<file path="src/rtl/mpt_pkg.sv">
// Shared MPT walker types and constants: bus width, walk depth, flush status
// and the memory arbiter's index type and FSM states.
package mpt_pkg;

  localparam int XLEN                   = 64;
  localparam int SMMPT52_WALKING_LEVELS = 4;
  localparam int MPTW_MAX_OUTST         = 4;

  typedef enum logic [1:0] {
    MPT_FLUSHED_NONE      = 2'd0,
    MPT_FLUSHED_ONGOING   = 2'd1,
    MPT_FLUSHED_COMPLETED = 2'd2
  } mptw_flush_status_e;

  typedef logic [$clog2(SMMPT52_WALKING_LEVELS)-1:0] mptw_arb_idx_t;

  typedef enum logic [1:0] {
    ARB   = 2'd0,
    DRAIN = 2'd1,
    DONE  = 2'd2
  } mptw_arb_state_e;

endpackage

</file>
<file path="src/rtl/mptw_mem_arbiter_outst_fifo.sv">
// In-order FIFO of requester indices for memory requests awaiting a response.
// A push while full and a pop while empty are both ignored.
module mptw_outst_fifo #(
  parameter int DEPTH = 4,
  parameter int WIDTH = 2
) (
  input  logic                     clk_i,
  input  logic                     rst_i,
  input  logic                     push_i,
  input  logic [WIDTH-1:0]         data_i,
  input  logic                     pop_i,
  output logic [WIDTH-1:0]         head_o,
  output logic [$clog2(DEPTH):0]   count_o,
  output logic                     full_o,
  output logic                     empty_o
);

  localparam int PW = $clog2(DEPTH);

  logic [WIDTH-1:0] mem_q [DEPTH];
  logic [PW-1:0]    wr_ptr_q;
  logic [PW-1:0]    rd_ptr_q;
  logic [PW:0]      count_q;
  logic             do_push;
  logic             do_pop;

  assign full_o  = (count_q == (PW+1)'(DEPTH));
  assign empty_o = (count_q == '0);
  assign count_o = count_q;
  assign head_o  = mem_q[rd_ptr_q];
  assign do_push = push_i && !full_o;
  assign do_pop  = pop_i && !empty_o;

  always_ff @(posedge clk_i) begin
    if (do_push) mem_q[wr_ptr_q] <= data_i;
  end

  always_ff @(posedge clk_i) begin
    if (rst_i) begin
      wr_ptr_q <= '0;
      rd_ptr_q <= '0;
      count_q  <= '0;
    end else begin
      if (do_push) wr_ptr_q <= wr_ptr_q + 1'b1;
      if (do_pop)  rd_ptr_q <= rd_ptr_q + 1'b1;
      case ({do_push, do_pop})
        2'b10:   count_q <= count_q + 1'b1;
        2'b01:   count_q <= count_q - 1'b1;
        default: count_q <= count_q;
      endcase
    end
  end

endmodule

</file>
<file path="src/rtl/mptw_mem_arbiter.sv">
// Shares the MPT-entry memory read port between walker level requesters and routes
// in-order responses back. Define MPTW_ARB_FIXED_PRIO_EN for highest-index-wins priority.
//
// state | meaning
// ARB   | normal issue and response routing
// DRAIN | flush: no issue, outstanding responses consumed silently
// DONE  | flush complete, reported for one cycle
module mptw_mem_arbiter
  import mpt_pkg::*;
#(
  parameter int NUM_REQ   = SMMPT52_WALKING_LEVELS,
  parameter int MAX_OUTST = MPTW_MAX_OUTST
) (
  input  logic                    clk_i,
  input  logic                    rst_i,
  input  logic [NUM_REQ-1:0]      req_valid_i,
  output logic [NUM_REQ-1:0]      req_ready_o,
  input  logic [NUM_REQ*XLEN-1:0] req_addr_i,
  output logic                    mem_req_valid_o,
  input  logic                    mem_req_ready_i,
  output logic [XLEN-1:0]         mem_req_addr_o,
  input  logic                    mem_rsp_valid_i,
  input  logic [XLEN-1:0]         mem_rsp_data_i,
  input  logic                    mem_rsp_err_i,
  output logic [NUM_REQ-1:0]      rsp_valid_o,
  output logic [XLEN-1:0]         rsp_data_o,
  output logic                    rsp_err_o,
  input  logic                    flush_i,
  output logic [1:0]              flush_status_o,
  output logic                    busy_o
);

  localparam int IW = $clog2(NUM_REQ);
  localparam int CW = $clog2(MAX_OUTST) + 1;

  mptw_arb_state_e    state_q;
  mptw_flush_status_e flush_status_q;
  logic               lock_q;
  logic [IW-1:0]      lock_idx_q;
  logic [IW-1:0]      arb_idx;
  logic [IW-1:0]      win_idx;
  logic               issue_en;
  logic               mem_hs;
  logic               rsp_pop;
  logic               rsp_fwd;
  logic [IW-1:0]      fifo_head;
  logic [CW-1:0]      fifo_count;
  logic               fifo_full;
  logic               fifo_empty;

`ifdef MPTW_ARB_FIXED_PRIO_EN
  always_comb begin : fixed_pick
    logic [IW-1:0] cand;
    arb_idx = '0;
    cand    = '0;
    for (int i = 0; i < NUM_REQ; i++) begin
      cand = IW'(i);
      if (req_valid_i[cand]) arb_idx = cand;
    end
  end
`else
  logic [IW-1:0] rr_ptr_q;

  // Walk downwards so the smallest offset from the pointer is assigned last and wins.
  always_comb begin : rr_pick
    logic [IW-1:0] cand;
    arb_idx = '0;
    cand    = '0;
    for (int k = NUM_REQ-1; k >= 0; k--) begin
      cand = IW'((int'(rr_ptr_q) + k) % NUM_REQ);
      if (req_valid_i[cand]) arb_idx = cand;
    end
  end
`endif

  assign win_idx         = lock_q ? lock_idx_q : arb_idx;
  assign issue_en        = (state_q == ARB) && !fifo_full && !rst_i;
  assign mem_req_valid_o = issue_en && (|req_valid_i);
  assign mem_req_addr_o  = mem_req_valid_o ? req_addr_i[win_idx*XLEN +: XLEN] : '0;
  assign mem_hs          = mem_req_valid_o && mem_req_ready_i;

  always_comb begin
    req_ready_o = '0;
    if (mem_req_valid_o) req_ready_o[win_idx] = mem_req_ready_i;
  end

  assign rsp_pop = mem_rsp_valid_i && !fifo_empty && !rst_i;
  assign rsp_fwd = rsp_pop && (state_q == ARB);

  always_comb begin
    rsp_valid_o = '0;
    if (rsp_fwd) rsp_valid_o[fifo_head] = 1'b1;
  end

  assign rsp_data_o     = rsp_fwd ? mem_rsp_data_i : '0;
  assign rsp_err_o      = rsp_fwd && mem_rsp_err_i;
  assign busy_o         = !fifo_empty;
  assign flush_status_o = flush_status_q;

  mptw_outst_fifo #(
    .DEPTH (MAX_OUTST),
    .WIDTH (IW)
  ) u_outst_fifo (
    .clk_i   (clk_i),
    .rst_i   (rst_i),
    .push_i  (mem_hs),
    .data_i  (win_idx),
    .pop_i   (rsp_pop),
    .head_o  (fifo_head),
    .count_o (fifo_count),
    .full_o  (fifo_full),
    .empty_o (fifo_empty)
  );

  always_ff @(posedge clk_i) begin
    if (rst_i) begin
      state_q        <= ARB;
      flush_status_q <= MPT_FLUSHED_NONE;
      lock_q         <= 1'b0;
      lock_idx_q     <= '0;
`ifndef MPTW_ARB_FIXED_PRIO_EN
      rr_ptr_q       <= '0;
`endif
    end else begin
      // Hold the winner while memory stalls so the address cannot change under it.
      if (mem_hs) begin
        lock_q <= 1'b0;
      end else if (mem_req_valid_o && !lock_q) begin
        lock_q     <= 1'b1;
        lock_idx_q <= arb_idx;
      end else if (state_q != ARB) begin
        lock_q <= 1'b0;
      end
`ifndef MPTW_ARB_FIXED_PRIO_EN
      if (mem_hs) rr_ptr_q <= (win_idx == IW'(NUM_REQ-1)) ? '0 : win_idx + 1'b1;
`endif
      case (state_q)
        ARB: begin
          if (flush_i) begin
            state_q        <= DRAIN;
            flush_status_q <= MPT_FLUSHED_ONGOING;
          end
        end
        DRAIN: begin
          if ((fifo_count == '0) || ((fifo_count == CW'(1)) && rsp_pop)) begin
            state_q        <= DONE;
            flush_status_q <= MPT_FLUSHED_COMPLETED;
          end
        end
        DONE: begin
          state_q        <= ARB;
          flush_status_q <= MPT_FLUSHED_NONE;
`ifndef MPTW_ARB_FIXED_PRIO_EN
          rr_ptr_q       <= '0;
`endif
        end
        default: begin
          state_q        <= ARB;
          flush_status_q <= MPT_FLUSHED_NONE;
        end
      endcase
    end
  end

  rsp_needs_outstanding: assert property (@(posedge clk_i) disable iff (rst_i)
    !(mem_rsp_valid_i && fifo_empty));

endmodule

</file>
<file path="config.mk">
export PLATFORM = sky130hd
export DESIGN_NAME = mptw_mem_arbiter
export DESIGN_NICKNAME = d
export VERILOG_FILES = /design/src/rtl/mpt_pkg.sv /design/src/rtl/mptw_mem_arbiter_outst_fifo.sv /design/src/rtl/mptw_mem_arbiter.sv
export SDC_FILE = /design/constraint.sdc
export NUM_CORES = 1
export LEC_CHECK = 0
export CORE_AREA = 5 5 180 182
export CTS_CLUSTER_DIAMETER = 60
export DETAILED_ROUTE_END_ITERATION = 16
export DIE_AREA = 0 0 185 187
export SYNTH_ARGS = -nofsm -noshare
export SYNTH_HDL_FRONTEND = slang
export SYNTH_SLANG_ARGS = --single-unit
</file>
<file path="constraint.sdc">
create_clock -name clk_i -period 2.8 [get_ports clk_i]
set_clock_uncertainty 0.2 [all_clocks]
set_input_delay 0.28 -clock clk_i [delete_from_list [all_inputs] [get_ports clk_i]]
set_output_delay 0.28 -clock clk_i [all_outputs]
set_load 0.02 [all_outputs]
</file>
==> impl_metrics.toml, run 1 <==
[pwr]
leakage_nw = 4.12
peakVddDrop_mv = 0.251
power_density_mw_per_mm2 = 344

[synthesis]
mappedNetlistArea_mm2 = 0.00364
async_flop_share_pct = 0
synth-compound-area-share_pct = 14.9
synth_warnings = 0
synth_edf_count = 8
synthTopCellsByArea = "mux2i_1 (36%), and2_1 (11%), o22ai_1 (11%), dfxtp_1 (8.8%), edfxtp_1 (6.6%)"
yosys.area.top_type = "mux2i_1"
synth_xor_area_share_pct = 1.20
synth_seq_cells = 24
synthCells = 422
yosysTopAreaCellShare_pct = 35.7
muxShareOfSynthArea_pct = 37.6
synth_nets = 762
ys.flop_type = "dfxtp_1"
synth-simple-area-share_pct = 18.2
synth_seq_area_share_pct = 15.4
ys_types = 39
synth_top_family_by_area = "multiplexers"
synth_area_per_cell_um2 = 8.63
synthAdderAreaFrac_pct = 3.44

[setup_path]
critPathArrivalTime_ns = 2.37
crit_path_end_kind = "primary output"
start_kind = "flip-flop"
crit_required_ns = 2.32
r2r_setup_slack_ns = 0.22
critical_path.max_fanout = 5
path_class = "reg2out"

[grt]
gr-total-overflow = 0
grt_pass1_wl_um = 38100
met3_usage_pct = 4.34
grt.busiest_layer = "met2"
antenna_found_initial = 8
track_usage_pct = 14.4
gr-usage-met2_pct = 28.1
use_met1_pct = 15.4
grt_max_degree = 67
grt_pass1_vias = 6025

[route]
drt-total-wl_um = 27300
vias = 5536
ant_nets = 0
drc_errors = 0
drt_iter0_markers = 116
vias_per_cell = 4.07
avgRoutedWirePerCell_um = 20.1
firstDrtPassIters = 4

[floorplan]
die-area_mm2 = 0.0346
pin_count = 471
coreArea_mm2 = 0.0304
dieWidth_um = 185
num_rows = 64
die_y_um = 187
start_util_pct = 12.0

[timing]
rsz0062_at_grt = "true"
setup_viol = 3
fin_crit_sh_pct = 102
hold-worst-slack_ns = 0.262
fmax_mhz = 351
finalMaxSlewViolations = 0
worst_pin_slew_ns = 0.373
slew_headroom_pct = 74.5
hold_violations = 0
fin_crit_ns = 2.85
fin_ws_ns = -0.0489

[clock_tree]
clock-sinks = 24
clk_path_buf_depth = 2
htreeDepth = 1
path_clk_slew_ns = 0.06
cts_made_buffers = 3
cts_tree = "done"
root_buffer = "clkbuf_16"
clk-insertion-delay-late_ns = 0.25

[flow_run]
drv_cap = 0

[finish]
nets = 1303
drive_above_1_share_pct = 23.2
utilization_pct = 32.3
final_cell_mix = "clkdlybuf4s50_1 (329), mux2i_1 (119), buf_4 (102)"
fill_cells = 3215
areaGrowthSynthToFinish_pct = 170
mostFrequentLayoutCell = "clkdlybuf4s50_1"

[run_status]
violations = "setup timing"
status = "complete, but fails checks"

[worst_hold_path]
hold_class = "reg2reg"

[place]
io_buffers = 470
hpwlAfterDp_um = 22200
place.gp.congestion = 0.894
[stage by stage]
step | worst slack (ns) | cell area [um2] | TNS, ns | power (mW) | instances
floorplan | 0.316 | 3640 | 0 | 1.53 | 422
global placement | -0.665 | 9310 | -40.18 | 2.86 | 1328
detailed placement | -0.655 | 9310 | -41.03 | 2.87 | 1328
CTS | -0.0980 | 9740 | -0.376 | 3.36 | 1358
global route | -0.101 | 9830 | -1.45 | 3.57 | 1361
finish | -0.0489 | 9830 | -0.0988 | 3.38 | 1361
[cell type report]
| class | count | area, um2 | share of cell area (%) |
|---|---|---|---|
| timing repair buffer | 570 | 5610 | 57.1 |
| multi-input combinational | 355 | 3030 | 30.9 |
| sequential | 24 | 567 | 5.77 |
| tap | 396 | 495 | 5.04 |
| clock buffer | 4 | 78.8 | 0.802 |
| inverter | 9 | 36.3 | 0.369 |
| antenna | 3 | 7.51 | 0.0764 |
[registers in the layout, summed over array words and instances, names as in the netlist, named ones only]
register	cells
flush_status_o	2
lock_idx_q	2
lock_q	1
rr_ptr_q	2
u_outst_fifo.count_o	3
u_outst_fifo.mem_q	8
u_outst_fifo.rd_ptr_q	2
u_outst_fifo.wr_ptr_q	2
[where the power goes]
group	internal [mW]	total [mW]	switching [mW]
sequential	0.397	0.426	0.0292
clock	0.194	0.308	0.114
combinational	1.45	2.64	1.19
[worst paths after layout]
check,from,end,depth (start not counted)
max,rr_ptr_q[1]$_SDFFE_PP0N_,mem_req_addr_o[4],8
max reg2reg,flush_status_o[0]$_SDFFE_PP0P_,u_outst_fifo.count_o[2]$_SDFFE_PP0P_,10
min reg2reg,lock_idx_q[1]$_SDFFE_PP0P_,lock_idx_q[1]$_SDFFE_PP0P_,2
min,lock_idx_q[1]$_SDFFE_PP0P_,lock_idx_q[1]$_SDFFE_PP0P_,2
[cell families after synthesis]
kind of cell,count (synthesis)
buffers and inverters,46
adders and majority gates,10
DFF,24
muxes,134
xor gates and xnor gates,5
and+or+nand+nor,119
AOI/OAI and AO/OA,84
[repair_timing]
| item | 4_1_cts | 5_1_grt |
|---|---|---|
| pin swaps | 18 | 15 |
| setup buffers | 17 | 0 |
| endpoints found under the hold margin | 0 | 0 |
| setup endpoints to repair | 136 | 70 |
| gates cloned | 9 | 1 |
| gates resized for setup | 396 | 95 |
| hold buffers | 0 | 0 |
[cell usage after synthesis, types with 2 or more instances]
cell,n
mux2i_1,130
and2_1,65
o22ai_1,64
clkbuf_1,22
nor2_1,19
dfxtp_1,16
nand2_1,14
ha_1,10
buf_12,8
edfxtp_1,8
inv_1,8
a21oi_1,7
and3_1,6
buf_2,4
nand3_1,4
xor2_1,4
o21ai_0,3
a211oi_1,2
buf_8,2
mux2_2,2
mux4_2,2
nand2b_1,2
nor2b_1,2
nor4_1,2
or3_1,2
[critical path, stage by stage (launching register included)]
cell and delay, ns:
dfxtp_4 0.36, or3b_1 0.37, o221a_4 0.17, mux2_8 0.37, buf_8 0.15, buf_6 0.12, mux2i_4 0.19, o22ai_4 0.23
buf_12 0.15
[metal layers]
layer  part of all wire, %  wire [um]  vias up
li1                      -          -     2651
met1                    36       9850     2538
met5                  0.20         54        -
met3                   9.5       2610       22
met4                  0.99        271        8
met2                    53      14500      317
(Power assumes the default switching activity.)
==> run 2: changes to the inputs <==
CTS_CLUSTER_SIZE = 25   (was not set)
==> results of run 2 <==
Final layout, timing and power as in run 1 (identical DEF).
